File: src/rtl/trace_trigger_reader.sv
// trace_trigger_reader: finds the first trigger crossing in the capture buffer, then streams TRACE_LEN aligned samples.
// Samples return RD_LAT cycles after address issue; no backpressure. `TRIG_SLOPE_SEL_EN adds the trig_falling select.
module trace_trigger_reader #(
   parameter int BUF_LEN   = 800,
   parameter int TRACE_LEN = 400,
   parameter int RD_LAT    = 2,
   parameter int DW        = 12,
   parameter int AW        = 10
) (
   input  logic          clk,
   input  logic          rst,
   input  logic          start,
   input  logic [DW-1:0] trig_level,
`ifdef TRIG_SLOPE_SEL_EN
   input  logic          trig_falling,
`endif
   output logic [AW-1:0] rd_addr,
   input  logic [DW-1:0] rd_data,
   output logic [DW-1:0] sample_out,
   output logic [AW-1:0] sample_col,
   output logic          sample_valid,
   output logic          busy,
   output logic          trig_found,
   output logic          done
);
   typedef enum logic [2:0] {IDLE, SEARCH, DRAIN, READ, FLUSH} state_t;

   localparam logic [AW-1:0] SRCH_LAST = AW'(BUF_LEN - TRACE_LEN - 1);
   localparam logic [AW-1:0] COL_LAST  = AW'(TRACE_LEN - 1);

   state_t            state, state_nxt;
   logic [DW-1:0]     lvl;
   logic [DW-1:0]     prev_dat;
   logic              fall;
   logic [AW-1:0]     trig_idx;
   logic              srch_end;
   logic [RD_LAT-1:0] tag_vld;
   logic [AW-1:0]     tag_addr [RD_LAT];
   logic              iss;
   logic              hit;
   logic              ret_vld;
   logic              pipe_empty;
   logic [AW-1:0]     ret_addr;
   logic [AW-1:0]     rd_col;

`ifdef TRIG_SLOPE_SEL_EN
   always_ff @(posedge clk or posedge rst) begin
      if (rst)
         fall <= 1'b0;
      else if (state == IDLE && start)
         fall <= trig_falling;
   end
`else
   assign fall = 1'b0;
`endif

   // the tail of the tag pipe lines up with rd_data
   assign ret_vld    = tag_vld[RD_LAT-1];
   assign ret_addr   = tag_addr[RD_LAT-1];
   assign pipe_empty = (tag_vld == '0);
   assign rd_col     = rd_addr - trig_idx;

   always_comb begin
      hit = 1'b0;
      if (state == SEARCH && ret_vld && ret_addr != '0) begin
         if (fall)
            hit = (prev_dat > lvl) && (rd_data <= lvl);
         else
            hit = (prev_dat < lvl) && (rd_data >= lvl);
      end
   end

   assign iss = (state == SEARCH && !srch_end && !hit) || (state == READ);

   always_ff @(posedge clk or posedge rst) begin
      if (rst)
         state <= IDLE;
      else
         state <= state_nxt;
   end

   always_comb begin
      state_nxt = state;
      unique case (state)
         IDLE:    if (start) state_nxt = SEARCH;
         SEARCH:  if (hit || (ret_vld && ret_addr == SRCH_LAST)) state_nxt = DRAIN;
         DRAIN:   if (pipe_empty) state_nxt = READ;
         READ:    if (rd_col == COL_LAST) state_nxt = FLUSH;
         FLUSH:   if (pipe_empty) state_nxt = IDLE;
         default: state_nxt = IDLE;
      endcase
   end

   always_comb begin
      busy         = 1'b0;
      done         = 1'b0;
      sample_valid = 1'b0;
      sample_out   = '0;
      sample_col   = '0;
      unique case (state)
         SEARCH, DRAIN: busy = 1'b1;
         READ, FLUSH: begin
            done = (state == FLUSH) && pipe_empty;
            busy = !done;
            if (ret_vld) begin
               sample_valid = 1'b1;
               sample_out   = rd_data;
               sample_col   = ret_addr - trig_idx;
            end
         end
         default: ;
      endcase
   end

   always_ff @(posedge clk or posedge rst) begin
      if (rst) begin
         rd_addr    <= '0;
         lvl        <= '0;
         prev_dat   <= '0;
         trig_idx   <= '0;
         trig_found <= 1'b0;
         srch_end   <= 1'b0;
      end else begin
         unique case (state)
            IDLE: if (start) begin
               lvl        <= trig_level;
               rd_addr    <= '0;
               trig_idx   <= '0;
               trig_found <= 1'b0;
               srch_end   <= 1'b0;
            end
            SEARCH: begin
               if (iss) begin
                  if (rd_addr == SRCH_LAST)
                     srch_end <= 1'b1;
                  else
                     rd_addr <= rd_addr + 1'b1;
               end
               if (ret_vld)
                  prev_dat <= rd_data;
               if (hit) begin
                  trig_idx   <= ret_addr;
                  trig_found <= 1'b1;
               end
            end
            DRAIN: if (pipe_empty) rd_addr <= trig_idx;
            READ:  if (rd_col != COL_LAST) rd_addr <= rd_addr + 1'b1;
            default: ;
         endcase
      end
   end

   always_ff @(posedge clk or posedge rst) begin
      if (rst) begin
         tag_vld <= '0;
         for (int i = 0; i < RD_LAT; i++)
            tag_addr[i] <= '0;
      end else begin
         tag_vld[0]  <= iss;
         tag_addr[0] <= rd_addr;
         for (int i = 1; i < RD_LAT; i++) begin
            tag_vld[i]  <= tag_vld[i-1];
            tag_addr[i] <= tag_addr[i-1];
         end
      end
   end

endmodule
File: config.mk
export PLATFORM = sky130hd
export DESIGN_NAME = trace_trigger_reader
export DESIGN_NICKNAME = d
export VERILOG_FILES = /design/src/rtl/trace_trigger_reader.sv
export SDC_FILE = /design/constraint.sdc
export NUM_CORES = 1
export LEC_CHECK = 0
export ABC_AREA = 1
export BUFFER_PORTS_ARGS = -buffer_cell sky130_fd_sc_hd__buf_2
export CAP_MARGIN = 40
export CORE_ASPECT_RATIO = 1.25
export CORE_MARGIN = 10
export CORE_UTILIZATION = 30
export CTS_CLUSTER_DIAMETER = 200
export DETAILED_ROUTE_END_ITERATION = 12
export GPL_TIMING_DRIVEN = 0
export HOLD_SLACK_MARGIN = 0.15
export PLACE_DENSITY = 0.59
export SKIP_LAST_GASP = 1
export SLEW_MARGIN = 10
export SYNTH_ARGS = -nofsm -noshare
export SYNTH_HDL_FRONTEND = slang
export SYNTH_SLANG_ARGS = --single-unit
File: constraint.sdc
create_clock -name clk -period 2.6 [get_ports clk]
set_clock_uncertainty 0.15 [all_clocks]
set_input_delay 0.39 -clock clk [delete_from_list [all_inputs] [get_ports clk]]
set_output_delay 0.39 -clock clk [all_outputs]
set_load 0.02 [all_outputs]
==> results.json <==
{
  "status": "finished with violations",
  "violations": "negative setup slack",
  "syn_nets": 689,
  "min_path_cells": 0,
  "fin_crit_sh_pct": 100.4,
  "hpwl_mm": 9.646,
  "grt_max_degree": 53,
  "synth_warnings": 0,
  "wl_per_cell_um": 13.96,
  "synth_cells": 618,
  "synth.avg_cell_area_um2": 7.392,
  "dp_cells": 863,
  "grt_pass1_vias": 4360,
  "min_from": "tag_addr[18]$_DFF_PP0_",
  "hold_path_end": "ret_addr[8]$_DFF_PP0_",
  "arrival_ns": 2.07,
  "end_kind": "output port",
  "dieArea_um2": 20590,
  "cpMaxStageDelayCell": "dfrtp_1",
  "wl_mm": 12.72,
  "area_delta_synth_final_pct": 30.87,
  "setup_violations": 1,
  "grt.total_usage_pct": 12.83,
  "async_flop_share_pct": 100.0,
  "drive_gt1_share_pct": 21.12,
  "drv_cap": 0,
  "core_um2": 14950,
  "timing.final.ws_setup_ns": -0.01162,
  "drc": 0,
  "layout_commonest_cell": "nand2_1",
  "irDropWorstVdd_v": 0.0002531,
  "met3_length_um": 347,
  "met2RoutedLength_mm": 6.578,
  "grt_pass1_wl_mm": 20.83,
  "wirelength_met1_mm": 5.528,
  "insertion_delay_ns": 0.33,
  "cp_slowest_stage_delay_ns": 0.40,
  "yosysSeqAreaShare_pct": 38.89,
  "htree_levels": 3,
  "synth_ff_type": "dfrtp_1",
  "rrSetupSlack_ns": 0.09,
  "netlist_area_um2": 4568,
  "instances_no_fill": 911,
  "powerDensity_nw_per_um2": 428.5,
  "r2r_end": "rd_addr[6]$_DFFE_PP0P_",
  "ant_nets": 0,
  "power_leakage_nw": 3.253,
  "finalMaxSlewViolations": 0,
  "ff2ff_path_depth": 15,
  "num_rows": 50,
  "whs_ns": 0.1942,
  "layout_min_cycle_time_ns": 2.612,
  "power_mw": 2.562,
  "grt_overflow": 0,
  "clkSinkCount": 71,
  "r2r-start": "trig_idx[0]$_DFFE_PP0P_",
  "antenna_found_initial": 0,
  "synth_cell_types": 39,
  "worstPathMaxFanout": 3,
  "yosysTopAreaCellShare_pct": 38.89,
  "critical_path_class": "reg -> out",
  "worst-path-buf-inv": 3,
  "cts_root_buf": "clkbuf_16",
  "worst_pin_slew_ns": 0.5329,
  "die_y_um": 158.0,
  "boundaryPins": 63,
  "numCtsBuffers": 9,
  "fillers": 1518,
  "worstPathCellList": "inv_2, ha_4, inv_4, fa_2, a31oi_4, o21ai_1, nand2_1, nand2_1, o21ai_1, a21oi_1, buf_4",
  "dr_total_vias": 4214,
  "synth.ff_latch_count": 71,
  "synth_top_area_cell": "dfrtp_1",
  "clk_pin_slew_worst_paths_ns": 0.06,
  "gp_congestion": 0.8156,
  "fin_nets": 795,
  "crit_family": "adder cells",
  "mostFrequentLayoutCells": "nand2_1, inv_1, dfrtp_1, buf_2, nor2_1",
  "finalHoldViolations": 0,
  "cts_tree": "built",
  "relSlewSlack_pct": 64.48,
  "hp-class": "reg -> reg",
  "fin_area_um2": 5978,
  "rsz0062_at_grt": "yes",
  "drt-pass1-iter-count": 4,
  "port_buffers": 62,
  "synth_edf_count": 0,
  "die_w_um": 130.4,
  "cp-start-kind": "register",
  "dr.max_layer_used": "met4",
  "start_util_pct": 30.55,
  "drtIter0Drc": 272,
  "ctsLongestPathBuffers": 2,
  "viasPerCell": 4.626,
  "antennaDiodeCount": 0,
  "fin_tns_setup_ns": -0.01162,
  "clock.fmax_mhz": 382.9,
  "synthTopCellsByArea": "dfrtp_1, nand2_1, ha_1",
  "place_area_um2": 5136,
  "cp.required_ns": 2.06
}
[worst max-delay path by stage]
stage / from / end / cells past startpoint
after floorplan: rd_addr[0]$_DFFE_PP0P_ / rd_addr[6]$_DFFE_PP0P_ / 16
after global placement: rst / tag_addr[12]$_DFF_PP0_ / 2
after detailed placement: rd_addr[0]$_DFFE_PP0P_ / rd_addr[0]$_DFFE_PP0P_ / 16
after CTS: ret_addr[0]$_DFF_PP0_ / sample_col[6] / 11
after global routing: trig_idx[0]$_DFFE_PP0P_ / rd_addr[6]$_DFFE_PP0P_ / 15
final: ret_addr[0]$_DFF_PP0_ / sample_col[6] / 11
[synth_stat cells, drive strengths merged, types with 2 or more instances]
cell    number
a21o         2
a21oi       31
buf          4
clkbuf       6
dfrtp       71
fa           2
ha          42
inv        105
nand2      178
nand3       39
nand4        8
nor2        58
nor3         4
o21ai       40
o21bai       2
o22ai       10
o32ai        3
xnor2        2
[worst reg2reg max path: cells and delay by family, from the launching register on]
| family | cells | cell delay (ns) |
|---|---|---|
| fa+ha+maj | 2 | 0.61 |
| simple gates | 10 | 0.91 |
| flops | 1 | 0.43 |
| buf+inv | 3 | 0.31 |
[final cells by class]
class	instances	area (µm²)	share of cell area, %
tap	182	227.7	3.809
clock inverter	5	81.33	1.360
multi-input combinational	431	2535	42.40
timing repair buffer	95	646.9	10.82
sequential	71	1780	29.78
inverter	106	405.4	6.781
clock buffer	11	242.7	4.060
buffer	10	58.81	0.9837
[metal layers]
| layer | track usage (%) | up-vias |
|---|---|---|
| li1 | - | 2200 |
| met1 | 14.70 | 1951 |
| met2 | 22.83 | 48 |
| met3 | 2.276 | 15 |
| met4 | 5.358 | 0 |
| met5 | 0 | - |
[where the power goes]
group | leakage (nW) | total (mW) | switching (mW) | internal (mW)
sequential | 0.839 | 1.12 | 0.00532 | 1.11
clock | 0.156 | 1.34 | 0.472 | 0.866
combinational | 2.26 | 0.104 | 0.0576 | 0.0461
total | 3.25 | 2.56 | 0.535 | 2.03
[sequential cells by signal, indices dropped and copies added (netlist names), 2 cells and up]
name,cells
lvl,12
prev_dat,12
rd_addr,10
ret_addr,10
state,3
tag_addr,10
tag_vld,2
trig_idx,10
[cells by family after synthesis]
family	Yosys count	share of synthesized area, %
adders and majority gates	44	12.38
xor gates and xnor gates	2	0.3835
AOI/OAI and AO/OA	94	11.45
buffers and inverters	116	9.833
DFF	71	38.89
and+or+nand+nor	291	27.06
[metrics by stage]
step,util (%),setup WS (ns)
after detailed placement,34.35,-0.2258
final,39.98,-0.01162
after global routing,39.98,-0.1216
after CTS,38.79,-0.07383
after floorplan,-,0.07686
after global placement,34.15,-0.7267
[repair_timing]
| action | 4_1_cts | 5_1_grt |
|---|---|---|
| hold buffers | 13 | 0 |
| pin swaps | 4 | 15 |
| gates resized for setup | 34 | 31 |
| gates cloned | 1 | 0 |
| endpoints found under the hold margin | 31 | 0 |
| endpoints found under the setup margin | 31 | 27 |
| setup buffers | 9 | 9 |
No activity file was read; power rests on OpenSTA's default activity.
